$ cat src/rtl/glitch_pkg.sv
// +--------------------------------------------------------------------------+
// | Module   : glitch_pkg                                                    |
// | Purpose  : State encodings and default widths for the glitch sequencer.  |
// | Revision : 1.0                                                           |
// +--------------------------------------------------------------------------+
`default_nettype none

package glitch_pkg;

    localparam int c_CNT_W     = 16;
    localparam int c_NUM_W     = 8;
    localparam int c_TRIG_SYNC = 2;

    typedef enum logic [2:0] {
        ST_IDLE  = 3'd0,
        ST_ARMED = 3'd1,
        ST_DELAY = 3'd2,
        ST_PULSE = 3'd3,
        ST_GAP   = 3'd4,
        ST_DONE  = 3'd5
    } state_t;

endpackage

`default_nettype wire

$ cat src/rtl/glitch_trig_sync.sv
// +--------------------------------------------------------------------------+
// | Module   : glitch_trig_sync                                              |
// | Purpose  : Trigger synchroniser with registered rising-edge detect.      |
// | Revision : 1.0                                                           |
// +--------------------------------------------------------------------------+
`default_nettype none

module glitch_trig_sync #(
    parameter int TRIG_SYNC = 2
) (
    input  logic clk,
    input  logic reset,
    input  logic i_trigger,
    output logic o_trig_rise
);

    // Depths below two are not metastability-safe, so clamp them.
    localparam int c_DEPTH = (TRIG_SYNC < 2) ? 2 : TRIG_SYNC;

    logic [c_DEPTH-1:0] r_sync;
    logic               r_prev;
    logic               r_rise;

    // Edge flag is registered so it lands TRIG_SYNC cycles after the first sampling edge.
    always_ff @(posedge clk or posedge reset) begin
        if (reset) begin
            r_sync <= '0;
            r_prev <= 1'b0;
            r_rise <= 1'b0;
        end else begin
            r_sync <= {r_sync[c_DEPTH-2:0], i_trigger};
            r_prev <= r_sync[c_DEPTH-1];
            r_rise <= r_sync[c_DEPTH-1] & ~r_prev;
        end
    end

    assign o_trig_rise = r_rise;

endmodule

`default_nettype wire

$ cat src/rtl/glitch_sequencer.sv
// +--------------------------------------------------------------------------+
// | Module   : glitch_sequencer                                              |
// | Purpose  : Trigger-synchronised glitch burst sequencer (delay/width/gap).|
// |            GLITCH_REARM_EN: DONE re-arms instead of returning to IDLE.   |
// | Revision : 1.0                                                           |
// +--------------------------------------------------------------------------+
`default_nettype none

module glitch_sequencer
    import glitch_pkg::*;
#(
    parameter int CNT_W     = c_CNT_W,
    parameter int NUM_W     = c_NUM_W,
    parameter int TRIG_SYNC = c_TRIG_SYNC
) (
    input  logic             clk,
    input  logic             reset,
    input  logic             arm,
    input  logic             abort,
    input  logic             trigger,
    input  logic [CNT_W-1:0] cfg_delay,
    input  logic [CNT_W-1:0] cfg_width,
    input  logic [CNT_W-1:0] cfg_gap,
    input  logic [NUM_W-1:0] cfg_count,
    output logic             glitch_en,
    output logic             armed,
    output logic             busy,
    output logic             done,
    output logic [31:0]      pulse_total
);

    state_t            r_state, w_next;
    logic [CNT_W-1:0]  r_cnt, w_cnt_next;
    logic [CNT_W-1:0]  r_delay, r_width, r_gap;
    logic [CNT_W-1:0]  w_width_m1, w_gap_m1;
    logic [NUM_W-1:0]  r_count, r_left, w_left_next;
    logic              w_trig_rise, w_pulse_entry, w_load_cfg;
    logic              r_glitch_en, r_armed, r_busy, r_done;
    logic [31:0]       r_pulse_total;

    glitch_trig_sync #(
        .TRIG_SYNC (TRIG_SYNC)
    ) u_trig_sync (
        .clk         (clk),
        .reset       (reset),
        .i_trigger   (trigger),
        .o_trig_rise (w_trig_rise)
    );

    // Zero-length width/gap behave as one cycle.
    assign w_width_m1 = (r_width == '0) ? '0 : r_width - CNT_W'(1);
    assign w_gap_m1   = (r_gap   == '0) ? '0 : r_gap   - CNT_W'(1);

    always_comb begin
        w_next      = r_state;
        w_cnt_next  = r_cnt;
        w_left_next = r_left;
        w_load_cfg  = 1'b0;
        case (r_state)
            ST_IDLE: begin
                if (arm) begin
                    w_load_cfg = 1'b1;
                    w_next     = (cfg_count == '0) ? ST_DONE : ST_ARMED;
                end
            end
            ST_ARMED: begin
                if (w_trig_rise) begin
                    w_left_next = r_count;
                    if (r_delay == '0) begin
                        w_next     = ST_PULSE;
                        w_cnt_next = w_width_m1;
                    end else begin
                        w_next     = ST_DELAY;
                        w_cnt_next = r_delay - CNT_W'(1);
                    end
                end
            end
            ST_DELAY: begin
                if (r_cnt == '0) begin
                    w_next     = ST_PULSE;
                    w_cnt_next = w_width_m1;
                end else begin
                    w_cnt_next = r_cnt - CNT_W'(1);
                end
            end
            ST_PULSE: begin
                if (r_cnt == '0) begin
                    if (r_left == '0) begin
                        w_next = ST_DONE;
                    end else begin
                        w_next     = ST_GAP;
                        w_cnt_next = w_gap_m1;
                    end
                end else begin
                    w_cnt_next = r_cnt - CNT_W'(1);
                end
            end
            ST_GAP: begin
                if (r_cnt == '0) begin
                    w_next     = ST_PULSE;
                    w_cnt_next = w_width_m1;
                end else begin
                    w_cnt_next = r_cnt - CNT_W'(1);
                end
            end
            ST_DONE: begin
`ifdef GLITCH_REARM_EN
                w_next = (r_count == '0) ? ST_IDLE : ST_ARMED;
`else
                w_next = ST_IDLE;
`endif
            end
            default: w_next = ST_IDLE;
        endcase

        if (abort) begin
            w_next     = ST_IDLE;
            w_load_cfg = 1'b0;
        end

        w_pulse_entry = (w_next == ST_PULSE) && (r_state != ST_PULSE);
        if (w_pulse_entry) begin
            w_left_next = w_left_next - NUM_W'(1);
        end
    end

    always_ff @(posedge clk or posedge reset) begin
        if (reset) begin
            r_delay <= '0;
            r_width <= '0;
            r_gap   <= '0;
            r_count <= '0;
        end else if (w_load_cfg) begin
            r_delay <= cfg_delay;
            r_width <= cfg_width;
            r_gap   <= cfg_gap;
            r_count <= cfg_count;
        end
    end

    // Outputs are decoded from the next state so each one comes straight off a flop.
    always_ff @(posedge clk or posedge reset) begin
        if (reset) begin
            r_state       <= ST_IDLE;
            r_cnt         <= '0;
            r_left        <= '0;
            r_glitch_en   <= 1'b0;
            r_armed       <= 1'b0;
            r_busy        <= 1'b0;
            r_done        <= 1'b0;
            r_pulse_total <= '0;
        end else begin
            r_state     <= w_next;
            r_cnt       <= w_cnt_next;
            r_left      <= w_left_next;
            r_glitch_en <= (w_next == ST_PULSE);
            r_armed     <= (w_next == ST_ARMED);
            r_busy      <= (w_next != ST_IDLE);
            r_done      <= (w_next == ST_DONE);
            if (w_pulse_entry) begin
                r_pulse_total <= r_pulse_total + 32'd1;
            end
        end
    end

    assign glitch_en   = r_glitch_en;
    assign armed       = r_armed;
    assign busy        = r_busy;
    assign done        = r_done;
    assign pulse_total = r_pulse_total;

endmodule

`default_nettype wire

$ cat config.mk
export PLATFORM = sky130hd
export DESIGN_NAME = glitch_sequencer
export DESIGN_NICKNAME = d
export VERILOG_FILES = /design/src/rtl/glitch_pkg.sv /design/src/rtl/glitch_trig_sync.sv /design/src/rtl/glitch_sequencer.sv
export SDC_FILE = /design/constraint.sdc
export NUM_CORES = 1
export LEC_CHECK = 0
export CORE_MARGIN = 2
export CORE_UTILIZATION = 49
export CTS_BUF_LIST = sky130_fd_sc_hd__clkbuf_2
export DETAILED_ROUTE_END_ITERATION = 6
export PLACE_DENSITY = 0.7
export SLEW_MARGIN = 20
export SYNTH_ARGS = -nofsm -noshare
export SYNTH_HDL_FRONTEND = slang
export SYNTH_SLANG_ARGS = --single-unit
$ cat constraint.sdc
create_clock -name clk -period 7.4 [get_ports clk]
set_input_delay 1.48 -clock clk [delete_from_list [all_inputs] [get_ports clk]]
set_output_delay 1.48 -clock clk [all_outputs]
set_load 0.02 [all_outputs]
**Word level (Yosys, flattened, before mapping)**

Index checks and enable logic that the tools add are counted.

- Output and inout port bits: 36
- Flip-flop bits (word level): 123
- Input port bits: 61

- Eq/ne operators: 10
- $add $sub $neg: 6
- Bitwise operators: 2
- Mux-type cells: 23
- Reduce and logical (&&, ||, !) cells: 12

Operators by type and width:

| cell | count |
|---|---|
| 2-to-1 mux 16 bit | 7 |
| zero test 16 bit | 4 |
| subtractor 16 x 1 -> 16 bit (second input constant) | 4 |
| case mux 16 bit (3 select lines) | 1 |
| adder 32 x 1 -> 32 bit (second input constant) | 1 |
| 2-to-1 mux 8 bit | 3 |
| 2-to-1 mux 3 bit | 6 |
| zero test 8 bit | 2 |
| case mux 3 bit (4 select lines) | 1 |
| equality test 3 x 2 -> 1 bit (second input constant) | 3 |
| subtractor 8 x 1 -> 8 bit (second input constant) | 1 |
| equality test 3 x 1 -> 1 bit (second input constant) | 2 |
| equality test 3 bit (second input constant) | 2 |
| nonzero test 3 bit | 2 |
| 2-to-1 mux 1 bit | 5 |
| zero test 3 bit | 1 |
| inequality test 3 x 2 -> 1 bit (second input constant) | 1 |
| inequality test 3 bit (second input constant) | 1 |
| AND reduction 3 bit | 1 |
| inequality test 2 x 1 -> 1 bit (second input constant) | 1 |
| OR reduction 2 bit | 1 |
| AND 1 bit | 1 |
| logical AND 1 bit | 1 |
| NOT 1 bit | 1 |

**Logic depth before layout (Yosys ltp)**

Gate-level depths: netlist of run 1.

- Word-level depth: 8
- Mapped depth: 11

**Cells and area by module**

A second synthesis of run 1 with hierarchy kept.

- Cells, all modules: 728
- Area total of the unflattened synthesis: 7247.0 um^2

By module, submodules not included:

| module | area each (um^2) | sequential area each (um^2) | times used | cells an instance |
|---|---|---|---|---|
| glitch_sequencer | 7129.3 | 2977.9 | 1 | 722 |
| glitch_trig_sync | 117.6 | 100.1 | 1 | 6 |

**Least setup slack after synthesis of run 1**

No wires, ideal clock.

- Kind: input port to flip-flop
- Start: input abort
- End: register r_count[0]
- Setup time: 125 ps
- Setup slack: 4158 ps
- Data arrival time: 3117 ps
- Cell stages on the path: 4
- Path through: clkbuf_1 > nor4_1 > clkbuf_1 > mux2_2

- Word-level cells in the longest chain between the ends: 1

Ends and longest elaborated chain:

| what | line | source |
|---|---|---|
| from (decl) | glitch_sequencer.sv:19 | `input logic abort,` |
| 2-to-1 mux 1 bit | glitch_sequencer.sv:116 | `if (abort) begin` |
| to (signal assigned) | glitch_sequencer.sv:137 | `r_count <= cfg_count;` |
| to (decl) | glitch_sequencer.sv:36 | `logic [NUM_W-1:0] r_count, r_left, w_left_next;` |

Every way passes these cells.
A chain may end at the register's enable or synchronous reset.

**Worst setup path after layout of run 1**

- Start: input abort
- End: register r_gap[12]

- Word-level cells in the longest chain between the ends: 1

Ends and longest elaborated chain:

| what | line | source |
|---|---|---|
| 2-to-1 mux 1 bit | glitch_sequencer.sv:116 |  |
| to (signal assigned) | glitch_sequencer.sv:136 | `r_gap <= cfg_gap;` |
| to (decl) | glitch_sequencer.sv:34 | `logic [CNT_W-1:0] r_delay, r_width, r_gap;` |

Every way passes these cells.

==> reports/results.ini, run 1 <==
[outcome]
status = finished clean

[global_route]
grt.total_usage = 0.2344
first_global_vias = 5370
antenna_found_initial = 0
grt_max_degree = 84
grt_pass1_wl_um = 27200
globalRouteOverflowTotal = 0

[sta]
period_minus_slack_ns = 3.465
tns_ns = 0
hold_viol_final = 0
setup-violations-final = 0
slew_headroom = 0.3000
clock_skew_ns = 0.03219
rsz0062_at_grt = false
worst_slack_ns = 3.935
report.final.slew_viol_count = 0
max_freq_mhz = 288.6
fin_crit_sh = 0.4682
tightestPinTransition_ns = 1.041

[layout]
diodes = 0
syn2layout_area_growth_pct = 20.88
seqCellArea_mm2 = 0.003078
layout.cells.non_filler = 961
drive_gt1_frac = 0.1408
design_area_mm2 = 0.008280
nNetsFinal = 839
fill_cells = 1243
multi_input_area_mm2 = 0.003626

[placement]
hpwl_um = 12290
port_buffers = 96
dpl.cell_count = 928
postPlaceCellArea_mm2 = 0.007983
place_ws_ns = 3.101
gp_congestion = 0.9199

[clock_tree]
cts_made_buffers = 17
postCtsSetupRepairBufs = 0
clk_latency_ns = 0.73
hold_buffers = 0
cts.sinks = 123
post_cts.resized_instances = 0
cts_tree = built
clk_pin_slew_ns = 0.17
cts_buffer_depth = 2
htree_levels = 4
clockRootBuffer = clkbuf_2

[die]
rows = 43
die_h_um = 122.2
core-area_mm2 = 0.01377
chipWidth_um = 122.2
die-area_mm2 = 0.01494
initial_core_util = 0.4974
ios = 97

[drt]
wire_per_inst_um = 17.40
drt_pass1_iterations = 5
final_antenna_net_count = 0
drtIter0Drc = 427
vias = 5585
finalWirelength_um = 16720
drcViolationCount = 0
avgViaCountPerCell = 5.812

[critical_path]
critPathSlowestCell = nor4_2
crit_buf_inv = 2
critPathMaxFanout = 54
critPathRequiredTime_ns = 8.01
max_stage_delay_ns = 0.92
cp-end-kind = flop
worstSetupStartpointType = input port
worst_ep_arrival_time_ns = 4.08
cp_top_family = buffers and inverters
crit_path_cell_trace = clkdlybuf4s50_1, nor4_2, buf_4, mux2_2
setup.worst_path.class = in2reg

[synthesis]
synth_edf_count = 0
synth_cells = 671
synth_seq_area_share = 0.4493
synth_ff_type = dfrtp_1
yosys.cell_count.top_type = dfrtp_1
ys_warn_count = 0
syn-cell-area_mm2 = 0.006850
synthTopCellsByArea = dfrtp_1 (45%), mux2_2 (8.4%), xnor2_1 (7.0%), nand2_1 (3.0%), xor2_1 (2.9%)
synth_top_area_cell = dfrtp_1
synth_seq_cells = 123
async_reset_ff_frac = 1.000
synth.top_cells.by_count = dfrtp_1 (123), nand2_1 (55), xnor2_1 (55), mux2_2 (51), nor2_1 (43)
synth_area_per_cell_um2 = 10.21
synth_nets = 742
netlist.area_leader.share = 0.4493
synth_cell_type_count = 66

[power_and_ir_drop]
vdd_drop_max_v = 0.0001821
p_leak_nw = 3.187
finalPower_mw = 2.299
power.density_mw_per_mm2 = 277.7

[job]
cap_violations = 0

[hold_path]
hold_path.class = reg2reg

==> power by group <==
part / switching [mW] / total (mW) / internal (mW)
Combinational: 0.371 / 0.730 / 0.358
Clock: 0.273 / 0.499 / 0.226
Sequential: 0.227 / 1.07 / 0.843
Total: 0.871 / 2.30 / 1.43
==> cells in the final DEF (no fill, tap or decap), types with 3 or more instances in the layout <==
cell	instances
dfrtp_1	123
clkdlybuf4s50_1	96
nand2_1	55
xnor2_1	55
mux2_2	51
nor2_1	43
nor3_1	39
o21ai_0	25
xor2_1	23
a21oi_1	20
nor4_1	18
clkbuf_2	18
nand4_1	15
inv_1	13
and3_1	12
nand3_1	12
or3_1	10
mux2i_1	10
o22ai_1	10
ha_1	10
o211ai_1	7
nor3b_1	6
a31oi_1	6
nand2b_1	5
or4_1	5
nand3_2	5
buf_4	5
nand3b_1	4
inv_6	4
o32ai_1	4
o21a_1	4
a211oi_1	4
bufinv_16	4
nor4_4	3
nor4b_1	3
and2_1	3
a22o_1	3
clkinv_4	3
==> registers in the layout, summed over array words and instances (netlist names), 2 cells and up <==
signal,cells
r_left,8
r_delay,16
r_state,3
r_gap,16
u_trig_sync.r_sync,2
r_width,16
r_cnt,16
r_count,8
pulse_total,32
==> final cells by class <==
cell class,count,share of cell area
timing repair buffer,102,0.1219
clock buffer,18,0.01088
tap,180,0.02720
inverter,14,0.006951
multi-input combinational,510,0.4379
clock inverter,14,0.02342
sequential,123,0.3717
==> through the flow <==
step                      utilization  hold WS, ns
after global placement         0.5796       0.3392
after CTS                      0.6002       0.3967
final                          0.6012       0.3871
after floorplan                     -       0.3312
after detailed placement       0.5796       0.3565
after global routing           0.6012       0.4036
==> layer usage <==
layer / vias up / wire (um) / track usage
met4: 0 / 254 / 0.08118
li1: 2648 / - / -
met1: 2754 / 8066 / 0.3424
met5: - / 0 / 0
met2: 162 / 7433 / 0.3441
met3: 21 / 964 / 0.05204
==> cells by family after synthesis <==
family                     count (synthesis)  share of synthesized area
and+or+nand+nor                          255                     0.2062
DFF                                      123                     0.4493
AOI/OAI and AO/OA                        106                     0.1058
xor gates and xnor gates                  78                    0.09973
muxes                                     61                    0.09845
buffers and inverters                     38                    0.02228
adders and majority gates                 10                    0.01826
==> final timing paths <==
check,start,to,cells after the start,slack [ns]
min in group asynchronous,reset,r_count[1]$_DFFE_PP0P_,2,1.23
max,abort,r_gap[12]$_DFFE_PP0P_,4,3.94
min,u_trig_sync.r_sync[0]$_DFF_PP0_,u_trig_sync.r_sync[1]$_DFF_PP0_,0,0.39
max reg2reg,r_delay[0]$_DFFE_PP0P_,pulse_total[1]$_DFFE_PP0P_,9,4.19
min reg2reg,u_trig_sync.r_sync[0]$_DFF_PP0_,u_trig_sync.r_sync[1]$_DFF_PP0_,0,0.39
max in group asynchronous,reset,r_state[2]$_DFF_PP0_,3,5.16
(Power assumes the default switching activity.)
==> run 2: changes to the inputs <==
Clock period 7.4 ns to 3.25 ns, I/O delays scaled along.
==> reports/results.ini, run 2 (synthesis results as in run 1) <==
[outcome]
status = finished clean

[clock_tree]
postCtsSetupRepairBufs = 0  ; unchanged
cts_tree = built
hold_buffers = 0  ; unchanged
clk_pin_slew_ns = 0.18  ; about the same
clockRootBuffer = clkbuf_2
htree_levels = 4  ; unchanged
cts_made_buffers = 17  ; unchanged
post_cts.resized_instances = 0  ; unchanged
clk_latency_ns = 0.71  ; -0.02 ns
cts.sinks = 123  ; unchanged
cts_buffer_depth = 2  ; unchanged

[drt]
avgViaCountPerCell = 5.776  ; -0.61%
drcViolationCount = 0  ; unchanged
drtIter0Drc = 385  ; -9.8%
vias = 5620  ; +0.63%
wire_per_inst_um = 17.84  ; +2.6%
final_antenna_net_count = 0  ; unchanged
finalWirelength_um = 17360  ; +3.9%
drt_pass1_iterations = 5  ; unchanged

[global_route]
grt_max_degree = 45  ; -46%
use_met2 = 0.3792  ; +0.03507
grtUsageMet3 = 0.05344  ; +0.001394
antenna_found_initial = 0  ; unchanged
grt.total_usage = 0.2446  ; +0.01012
grt.busiest_layer = met2
globalRouteOverflowTotal = 0  ; unchanged
use_met1 = 0.3454  ; +0.003041
grt_pass1_wl_um = 28310  ; +4.1%
first_global_vias = 5525  ; +2.9%

[critical_path]
worst_ep_arrival_time_ns = 3.58  ; -0.50 ns
cp-end-kind = flop
critPathMaxFanout = 10  ; -81%
critPathRequiredTime_ns = 3.87  ; -4.14 ns
worstSetupStartpointType = flop
setup.worst_path.class = reg2reg

[die]
chipWidth_um = 122.2  ; unchanged
die_h_um = 122.2  ; unchanged
ios = 97  ; unchanged
core-area_mm2 = 0.01377  ; unchanged
die-area_mm2 = 0.01494  ; unchanged
initial_core_util = 0.4974  ; unchanged
rows = 43  ; unchanged

[placement]
port_buffers = 96  ; unchanged
place_ws_ns = 0.3210  ; -2.780 ns
hpwl_um = 13070  ; +6.3%
gp_congestion = 0.9327  ; +1.4%
dpl.cell_count = 941  ; +1.4%
postPlaceCellArea_mm2 = 0.008119  ; +1.7%

[layout]
nNetsFinal = 851  ; +1.4%
design_area_mm2 = 0.008364  ; +1.0%
largest_register_ffs = 32  ; unchanged
most-common-layout-cells = dfrtp_1 (123), clkdlybuf4s50_1 (96), nand2_1 (55), xnor2_1 (55), mux2_2 (51)
drive_gt1_frac = 0.1513  ; +0.01048
final_common_cell = dfrtp_1
diodes = 0  ; unchanged
layout.cells.non_filler = 973  ; +1.2%
syn2layout_area_growth_pct = 22.10

[power_and_ir_drop]
p_leak_nw = 3.226  ; +1.2%
power.density_mw_per_mm2 = 617.4  ; +120%
vdd_drop_max_v = 0.0003006  ; +65%

[sta]
fin_crit_sh = 0.9106
setup-violations-final = 0  ; unchanged
slew_headroom = 0.4090  ; +0.1090
max_freq_mhz = 337.9
worst_slack_ns = 0.2905  ; -3.645 ns
clock_skew_ns = 0.02127  ; -0.01092 ns
tns_ns = 0  ; unchanged
period_minus_slack_ns = 2.960
tightestPinTransition_ns = 0.8790  ; -0.1623 ns
report.final.slew_viol_count = 0  ; unchanged
hold_viol_final = 0  ; unchanged
rsz0062_at_grt = false

[job]
cap_violations = 0  ; unchanged

[hold_path]
hold_path.class = in2reg

-- run 2: per-stage QoR --
| step | hold slack (ns) | total power, mW | util |
|---|---|---|---|
| final | 0.3587 | 5.164 | 0.6073 |
| after global routing | 0.2927 | 5.503 | 0.6073 |
| after CTS | 0.2948 | 5.179 | 0.6073 |
| after detailed placement | 0.3371 | 4.154 | 0.5895 |
| after global placement | 0.3372 | 4.076 | 0.5895 |
| after floorplan | 0.3312 | 3.535 | - |
-- run 2: path summary, 6_finish.rpt --
path	from	to	slack [ns]	cells past startpoint
max reg2reg	r_gap[8]$_DFFE_PP0P_	r_cnt[8]$_DFFE_PP0P_	0.29	7
max in group asynchronous	reset	r_count[1]$_DFFE_PP0P_	2.16	3
min	trigger	u_trig_sync.r_sync[0]$_DFF_PP0_	0.36	1
min in group asynchronous	reset	pulse_total[27]$_DFFE_PP0P_	0.38	2
min reg2reg	u_trig_sync.r_sync[0]$_DFF_PP0_	u_trig_sync.r_sync[1]$_DFF_PP0_	0.38	0
max	r_gap[8]$_DFFE_PP0P_	r_cnt[8]$_DFFE_PP0P_	0.29	7
-- run 2: cell type report --
cell class	count	area (um^2)
Multi-Input combinational cell	510	3626
Clock inverter	13	150.1
Inverter	14	56.30
Fill cell	1200	5409
Tap cell	180	225.2
Clock buffer	19	95.09
Timing Repair Buffer	114	1134
Sequential cell	123	3078
-- run 2: power by group --
group / switching [mW] / leakage [nW] / internal (mW)
Clock: 0.591 / 0.139 / 0.426
Combinational: 0.862 / 1.56 / 0.833
Sequential: 0.531 / 1.53 / 1.92
-- run 2: layer usage --
metal,vias to the layer above,share of wire,routed length (um)
met4,0,0.013,226
li1,2677,-,-
met1,2743,0.46,8044
met5,-,0,0
met2,184,0.46,7966
met3,16,0.065,1125
-- run 2: worst max-delay path, stage by stage (launching register included) --
cell	delay, ns
dfrtp_1	0.49
or4_1	0.62
or3_1	0.40
or3_1	0.41
and3_1	0.35
a221oi_2	0.28
o21ai_1	0.10
a22o_1	0.23
